<file path="config.mk">
export PLATFORM = sky130hd
export DESIGN_NAME = lc3_mem_ctrl
export DESIGN_NICKNAME = d
export VERILOG_FILES = /design/src/rtl/lc3_mem_ctrl.sv
export SDC_FILE = /design/constraint.sdc
export NUM_CORES = 1
export LEC_CHECK = 0
export ABC_AREA = 1
export CORE_ASPECT_RATIO = 0.5
export CORE_MARGIN = 2
export CORE_UTILIZATION = 39
export DETAILED_ROUTE_END_ITERATION = 10
export PLACE_DENSITY_LB_ADDON = 0.2
export SLEW_MARGIN = 20
export SYNTH_ARGS = -nofsm -noshare
export SYNTH_HDL_FRONTEND = slang
export SYNTH_SLANG_ARGS = --single-unit
</file>
<file path="constraint.sdc">
create_clock -name clk -period 4.6 [get_ports clk]
set_input_delay 0.92 -clock clk [delete_from_list [all_inputs] [get_ports clk]]
set_output_delay 0.92 -clock clk [all_outputs]
set_load 0.01 [all_outputs]
</file>
<file path="src/rtl/lc3_mem_ctrl.sv">
// rtl/lc3_mem_ctrl.sv - LC-3 memory requester driving a single-ported synchronous RAM
//
// Accepts one read/write request at a time over a valid/ready handshake,
// waits WAIT_STATES cycles, issues a single-cycle RAM access, captures read
// data from the RAM's registered output and pulses rsp_valid for one cycle.
//
// Ports:
//   clk, rst                 clock, asynchronous active-high reset
//   req_valid/req_ready      request handshake (accepted only in IDLE)
//   req_we/req_addr/req_wdata request contents, latched at acceptance
//   rsp_valid                one-cycle completion pulse (LC-3 R signal)
//   rsp_rdata                last read value; only updated by reads
//   ram_en/ram_wr_en/ram_addr/ram_wr_data/ram_rd_data  spram interface
module lc3_mem_ctrl #(
  parameter int ADDR_WIDTH  = 16,
  parameter int DATA_WIDTH  = 16,
  parameter int WAIT_STATES = 0
) (
  input  logic                  clk,
  input  logic                  rst,
  input  logic                  req_valid,
  output logic                  req_ready,
  input  logic                  req_we,
  input  logic [ADDR_WIDTH-1:0] req_addr,
  input  logic [DATA_WIDTH-1:0] req_wdata,
  output logic                  rsp_valid,
  output logic [DATA_WIDTH-1:0] rsp_rdata,
  output logic                  ram_en,
  output logic                  ram_wr_en,
  output logic [ADDR_WIDTH-1:0] ram_addr,
  output logic [DATA_WIDTH-1:0] ram_wr_data,
  input  logic [DATA_WIDTH-1:0] ram_rd_data
);

  typedef enum logic [2:0] {
    S_IDLE,
    S_WAIT,
    S_ACCESS,
    S_CAPTURE,
    S_RESP
  } state_t;

  localparam logic [7:0] WAIT_INIT = 8'(WAIT_STATES);

  state_t                  state_q, state_d;
  logic [7:0]              cnt_q, cnt_d;
  logic                    we_q, we_d;
  logic [ADDR_WIDTH-1:0]   addr_q, addr_d;
  logic [DATA_WIDTH-1:0]   wdata_q, wdata_d;
  logic [DATA_WIDTH-1:0]   rdata_q, rdata_d;
  logic                    ready_q, rsp_q, en_q, wen_q;
  logic                    accept;

  assign accept = (state_q == S_IDLE) && req_valid;

  always_comb begin
    state_d = state_q;
    cnt_d   = cnt_q;
    we_d    = we_q;
    addr_d  = addr_q;
    wdata_d = wdata_q;
    rdata_d = rdata_q;
    case (state_q)
      S_IDLE: begin
        if (req_valid) begin
          we_d    = req_we;
          addr_d  = req_addr;
          wdata_d = req_wdata;
          cnt_d   = WAIT_INIT;
          state_d = (WAIT_INIT != 8'd0) ? S_WAIT : S_ACCESS;
        end
      end
      S_WAIT: begin
        cnt_d = cnt_q - 8'd1;
        // Counter was loaded with WAIT_STATES, so leaving at 1 gives exactly that many WAIT cycles.
        if (cnt_q <= 8'd1) state_d = S_ACCESS;
      end
      S_ACCESS:  state_d = we_q ? S_RESP : S_CAPTURE;
      S_CAPTURE: begin
        rdata_d = ram_rd_data;
        state_d = S_RESP;
      end
      S_RESP:    state_d = S_IDLE;
      default:   state_d = S_IDLE;
    endcase
  end

  // Handshake and RAM strobes are registered from the next state, so each is a
  // pure function of the current registered state with no input-to-output path.
  always_ff @(posedge clk or posedge rst) begin
    if (rst) begin
      state_q <= S_IDLE;
      cnt_q   <= 8'd0;
      we_q    <= 1'b0;
      addr_q  <= '0;
      wdata_q <= '0;
      rdata_q <= '0;
      ready_q <= 1'b1;
      rsp_q   <= 1'b0;
      en_q    <= 1'b0;
      wen_q   <= 1'b0;
    end else begin
      state_q <= state_d;
      cnt_q   <= cnt_d;
      we_q    <= we_d;
      addr_q  <= addr_d;
      wdata_q <= wdata_d;
      rdata_q <= rdata_d;
      ready_q <= (state_d == S_IDLE);
      rsp_q   <= (state_d == S_RESP);
      en_q    <= (state_d == S_ACCESS);
      wen_q   <= (state_d == S_ACCESS) && we_d;
    end
  end

  assign req_ready   = ready_q;
  assign rsp_valid   = rsp_q;
  assign rsp_rdata   = rdata_q;
  assign ram_en      = en_q;
  assign ram_wr_en   = wen_q;
  assign ram_addr    = addr_q;
  assign ram_wr_data = wdata_q;

  logic unused_accept;
  assign unused_accept = accept;

endmodule

</file>
==> results of run 1 <==
-- logic make-up (layout without fill, tap and decap cells) --
kind of cell,count (synthesis),after routing
AOI/OAI and AO/OA,14,14
xor gates and xnor gates,2,2
adders and majority gates,2,2
buffers and inverters,30,142
DFF,64,64
muxes,16,16
and+or+nand+nor,137,137
-- flip-flops by register name, summed over array words and instances (netlist names) --
register,cells
cnt_q,8
ram_addr,16
ram_en,1
ram_wr_data,16
ram_wr_en,1
req_ready,1
rsp_rdata,16
rsp_valid,1
state_q,3
we_q,1
-- layer usage --
layer / global-route usage, % / routed length, µm / up-vias
li1: - / - / 1032
met1: 21.75 / 2713 / 1006
met2: 28.95 / 2950 / 64
met3: 4.779 / 322 / 4
met4: 5.233 / 44 / 0
met5: 0 / 0 / -
-- area by class of cell --
cell class	instances	area share [%]
Clock inverter	5	1.569
Sequential cell	64	39.40
Tap cell	92	2.830
Inverter	22	2.030
Timing Repair Buffer	104	25.53
Clock buffer	11	6.213
Multi-Input combinational cell	171	22.42
-- metrics by stage --
step / utilization (%) / setup slack [ps] / hold slack, ps / area [µm²] / std cells
after floorplan: - / 2084 / 440.2 / 2650 / 265
after global placement: 56.65 / 1574 / 454.5 / 3751 / 453
after detailed placement: 56.65 / 1538 / 459.0 / 3751 / 453
after CTS: 61.43 / 1867 / 473.3 / 4068 / 469
after global routing: 61.43 / 1585 / 493.4 / 4068 / 469
final: 61.43 / 1860 / 469.6 / 4068 / 469
-- path summary, 6_finish.rpt --
| kind | start | endpoint | slack (ps) | depth (start not counted) |
|---|---|---|---|---|
| min in group asynchronous | rst | we_q | 1010 | 2 |
| min reg2reg | ram_wr_data[9] | ram_wr_data[9] | 470 | 2 |
| min | ram_wr_data[9] | ram_wr_data[9] | 470 | 2 |
| max reg2reg | state_q[1] | we_q | 2400 | 6 |
| max | req_valid | we_q | 1860 | 6 |
| max in group asynchronous | rst | ram_wr_data[5] | 2720 | 3 |
-- cell usage after synthesis --
| master | instances | share of area (%) |
|---|---|---|
| dfstp_2 | 1 | 0.99 |
| xor2_1 | 1 | 0.33 |
| nand2_1 | 113 | 16 |
| a21oi_1 | 4 | 0.76 |
| inv_2 | 5 | 0.71 |
| nand3_2 | 1 | 0.38 |
| nor2_4 | 2 | 0.85 |
| o21ai_1 | 2 | 0.38 |
| nand2_4 | 1 | 0.42 |
| o21ai_0 | 3 | 0.57 |
| dfrtp_1 | 63 | 59 |
| ha_1 | 2 | 0.94 |
| nor3_2 | 1 | 0.38 |
| nor3_4 | 1 | 0.61 |
| buf_2 | 6 | 1.1 |
| inv_1 | 17 | 2.4 |
| a21oi_2 | 1 | 0.33 |
| o22ai_1 | 3 | 0.71 |
| mux2_2 | 6 | 2.5 |
| nor2_1 | 12 | 1.7 |
| nand3_1 | 4 | 0.76 |
| xnor2_1 | 1 | 0.33 |
| mux2_4 | 10 | 5.7 |
| nor2_2 | 1 | 0.24 |
| o21ai_2 | 1 | 0.33 |
| buf_6 | 2 | 0.85 |
| nor3_1 | 1 | 0.19 |
-- power breakdown --
group	internal, W	switching (W)
logic	0.000636	0.000538
registers	0.000826	0.000157
clock network	0.000452	0.000245
total	0.00191	0.000939
-- worst min-delay path, delay by kind of cell (launching register included) --
family        cells  cell delay [ps]
simple gates      2               90
flops             1              340
-- cell usage in the layout, fill, tap and decap left out, types with 2 or more instances in the layout --
cell and n:
a21oi_1 4, clkbuf_16 9, clkbuf_8 2, clkdlybuf4s50_1 103, clkinv_4 2, dfrtp_1 63, ha_1 2, inv_1 16
inv_2 6, mux2_2 6, mux2_4 10, nand2_1 113, nand3_1 4, nor2_1 12, nor2_4 2, o21ai_0 3
o21ai_1 2, o22ai_1 3
==> flow_metrics.env, run 1 <==
export IMPL_setup_violations=0
export IMPL_core_area_mm2=0.006621
export IMPL_yosys_warnings=0
export IMPL_synth_top_family_by_area="simple AND/OR/NAND/NOR gates"
export IMPL_grt_pass1_wl_um=10140
export IMPL_rsz0062_at_grt="no"
export IMPL_arrival_ps=2940
export IMPL_synthAdderAreaFrac_pct=0.9443
export IMPL_clockBufferDepth=2
export IMPL_critPathCaptureType="register"
export IMPL_syn_area_mm2=0.002650
export IMPL_gp_congestion=0.7009
export IMPL_fin_tns_setup_ps=0
export IMPL_multi_input_area_um2=912.1
export IMPL_ys_seq_elements=64
export IMPL_wire_per_inst_um=12.86
export IMPL_seq_area_mm2=0.001603
export IMPL_synthSimpleGateAreaFrac_pct=21.53
export IMPL_p_total_w=0.002853
export IMPL_critPathBufInv=3
export IMPL_clkTransAtPathRegs_ps=60
export IMPL_worstPathRequired_ps=4800
export IMPL_yosysSeqAreaShare_pct=60.48
export IMPL_crit_fanout=40
export IMPL_hold_viol=0
export IMPL_dr_pass1_iters=4
export IMPL_drtAntennaViolNets=0
export IMPL_ctsResizeCount=0
export IMPL_viasPerCell=4.490
export IMPL_dieWidth_um=120.6
export IMPL_syn2layout_area_growth_pct=53.49
export IMPL_holdBufCountCts=0
export IMPL_cts_sinks=64
export IMPL_leakage_nw=1.979
export IMPL_drt_iter0_drc=111
export IMPL_num_io_pins=104
export IMPL_port_buffers=103
export IMPL_cp_start_kind="input port"
export IMPL_vias=2106
export IMPL_cts_setup_buffers=0
export IMPL_outcome="finished, final reports clean"
export IMPL_drt_total_wl_um=6030
export IMPL_synth_compound_area_share_pct=3.069
export IMPL_htreeDepth=3
export IMPL_max_freq_ghz=0.3649
export IMPL_grt_pass1_vias=2082
export IMPL_period_share_pct=59.58
export IMPL_hold_path_class="register to register"
export IMPL_crit_type="input port to register"
export IMPL_fin_skew_ps=4.076
export IMPL_powerDensity_mw_per_mm2=701.4
export IMPL_drc_errors=0
export IMPL_synthXorXnorAreaFrac_pct=0.6610
export IMPL_grtUsageTotal_pct=17.21
export IMPL_fillers=573
export IMPL_max_cap_violations=0
export IMPL_syn_mean_instance_area_um2=10.00
export IMPL_initial_utilization_pct=40.02
export IMPL_grt_start_max_net_pins=41
export IMPL_hpwl_um=4125
export IMPL_dieArea_mm2=0.007511
export IMPL_drive_above_1_share_pct=13.00
export IMPL_antenna_found_initial=0
export IMPL_worst_pin_slew_ps=721.0
export IMPL_cts_made_buffers=9
export IMPL_slowest_stage="nor2_4"
export IMPL_synthMuxAreaShare_pct=8.215
export IMPL_cts_root_buf="clkbuf_16"
export IMPL_drv_slew=0
export IMPL_nNetsFinal=426
export IMPL_diodes=0
export IMPL_rows=21
export IMPL_irDropWorstVdd_mv=0.2868
export IMPL_syn_inst=265
export IMPL_yosysUniqueCellTypes=27
export IMPL_die_h_um=62.29
export IMPL_cts_tree="built"
export IMPL_cp_top_family="buffers and inverters"
export IMPL_syn_nets=319
export IMPL_period_minus_slack_ps=2740
export IMPL_clock_latency_ps=320
export IMPL_worstPathCellList="clkdlybuf4s50_1 -> nand3_2 -> nor2_4 -> inv_2 -> o21ai_2 -> inv_1"
export IMPL_overflow=0
export IMPL_cp_slowest_stage_delay_ps=570
export IMPL_relSlewSlack_pct=51.82
No activity file was read; power rests on OpenSTA's default activity.
==> inputs of run 2 (changes only) <==
- clock period: 4.6 -> 2.41 ns (I/O delays scaled with it)
==> run 2 against run 1 <==
Die area stayed put. Count of clock-buffer cells in the layout is 2 higher. Non-clock buffer count is 1 higher. Critical path depth is 5 lower. Setup slack worse by 1300 ps. Clock skew is 1.9 ps higher. Utilization is 0.057 points higher. Sequential share of layout area hardly changed. Sequential power is 89% higher. Critical path type is now register to output pin. Largest power group unchanged. Highest routed layer unchanged.
==> flow_metrics.env, run 2 (synthesized netlist as in run 1, its figures left out) <==
export IMPL_num_io_pins=104
export IMPL_period_minus_slack_ps=1836
export IMPL_clock_latency_ps=320
export IMPL_vias=2046
export IMPL_dr_pass1_iters=4
export IMPL_slowest_stage="clkdlybuf4s50_1"
export IMPL_startpoint="req_ready"
export IMPL_nNetsFinal=427
export IMPL_worstPathCellList="clkdlybuf4s50_1"
export IMPL_grt_pass1_wl_um=9611
export IMPL_viasPerCell=4.353
export IMPL_clkPwrFrac_pct=23.6
export IMPL_max_freq_ghz=0.5448
export IMPL_placed_cells_incl_taps=454
export IMPL_p_int_w=0.003650
export IMPL_dieArea_mm2=0.007511
export IMPL_hold_path_class="input port to asynchronous set/reset pin"
export IMPL_switching_share_pct=31.84
export IMPL_fin_skew_ps=5.971
export IMPL_cts_root_buf="clkbuf_16"
export IMPL_p_total_w=0.005354
export IMPL_clkTransAtPathRegs_ps=50
export IMPL_cp_top_family="buffers and inverters"
export IMPL_p_sw_w=0.001705
export IMPL_fin_util_pct=61.49
export IMPL_ctsResizeCount=0
export IMPL_relSlewSlack_pct=56.41
export IMPL_fin_tns_setup_ps=0
export IMPL_drv_slew=0
export IMPL_cp_start_kind="register"
export IMPL_crit_type="register to output pin"
export IMPL_hold_viol=0
export IMPL_drive_above_1_share_pct=12.70
export IMPL_drc_errors=0
export IMPL_cts_tree="built"
export IMPL_outcome="finished, final reports clean"
export IMPL_setup_violations=0
export IMPL_powerDensity_mw_per_mm2=1315
export IMPL_cts_setup_buffers=0
export IMPL_port_buffers=103
export IMPL_die_h_um=62.29
export IMPL_wire_per_inst_um=12.01
export IMPL_timing_hold_ws_ps=465.5
export IMPL_rsz0062_at_grt="no"
export IMPL_fillers=592
export IMPL_timing_rr_start="state_q[2]"
export IMPL_overflow=0
export IMPL_core_area_mm2=0.006621
export IMPL_dieWidth_um=120.6
export IMPL_grt_pass1_vias=2116
export IMPL_gp_congestion=0.7930
export IMPL_critPathCaptureType="output pin"
export IMPL_drt_iter0_drc=114
export IMPL_combPwrFrac_pct=41.7
export IMPL_max_cap_violations=0
export IMPL_initial_utilization_pct=40.02
export IMPL_drtAntennaViolNets=0
export IMPL_worst_pin_slew_ps=653.9
export IMPL_crit_fanout=1
export IMPL_drt_total_wl_um=5645
export IMPL_r2r_slack_ps=780
export IMPL_hpwl_um=4065
export IMPL_leakage_nw=1.986
export IMPL_rows=21
export IMPL_antenna_found_initial=0
export IMPL_grt_start_max_net_pins=49
export IMPL_cts_sinks=64
export IMPL_cts_made_buffers=9
export IMPL_holdBufCountCts=0
export IMPL_worstPathRequired_ps=1930
export IMPL_syn2layout_area_growth_pct=53.64
export IMPL_irDropWorstVdd_mv=0.4619
export IMPL_arrival_ps=1350
export IMPL_cp_slowest_stage_delay_ps=530
export IMPL_critPathBufInv=1
export IMPL_final_common_cell="nand2_1"
export IMPL_clockBufferDepth=2
export IMPL_period_share_pct=76.16
export IMPL_diodes=0
export IMPL_stdcell_count=470
export IMPL_final_cell_mix="113 x nand2_1, 103 x clkdlybuf4s50_1, 63 x dfrtp_1"
export IMPL_grtUsageTotal_pct=16.23
export IMPL_p_seq_share_pct=34.7
export IMPL_htreeDepth=3
==> run 2: layout make-up <==
type / count / area [µm²] / share of cell area [%]
clock buffers: 13 / 260.3 / 6.392
clock inverters: 3 / 40.04 / 0.9834
inverters: 22 / 82.58 / 2.028
multi-input cells: 171 / 912.1 / 22.40
flip-flops and latches: 64 / 1603 / 39.37
well taps: 92 / 115.1 / 2.827
repair buffers: 105 / 1059 / 26.00
==> run 2: power by group through the flow <==
stage | clock, W | combinational [W] | sequential, W
2_1_floorplan | 0 | 0.000956 | 0.00205
3_3_place_gp | 0 | 0.00221 | 0.00185
3_5_place_dp | 0 | 0.00226 | 0.00187
4_1_cts | 0.00130 | 0.00227 | 0.00186
5_1_grt | 0.00135 | 0.00246 | 0.00193
6_report | 0.00127 | 0.00223 | 0.00186
==> run 2: path summary, 6_finish.rpt <==
check	endpoint	depth (start not counted)
max	req_ready	1
min	rsp_rdata[3]	2
max reg2reg	we_q	7
min reg2reg	ram_addr[1]	2
max in group asynchronous	req_ready	3
min in group clk	ram_addr[1]	2
==> run 2: metrics by stage <==
stage	area, µm²	setup slack [ps]
2_1_floorplan	2650	331.6
3_3_place_gp	3771	457.6
3_5_place_dp	3771	360.0
4_1_cts	4071	556.9
5_1_grt	4071	526.2
6_report	4071	574.5
==> run 2: per-layer routing <==
layer  global-route usage (%)  vias up  share of wire, %
li1                         -     1039                 -
met4                    5.814        0              0.73
met3                    4.871        4               5.1
met5                        0        -                 0
met2                    27.61       60                50
met1                    19.68      943                44
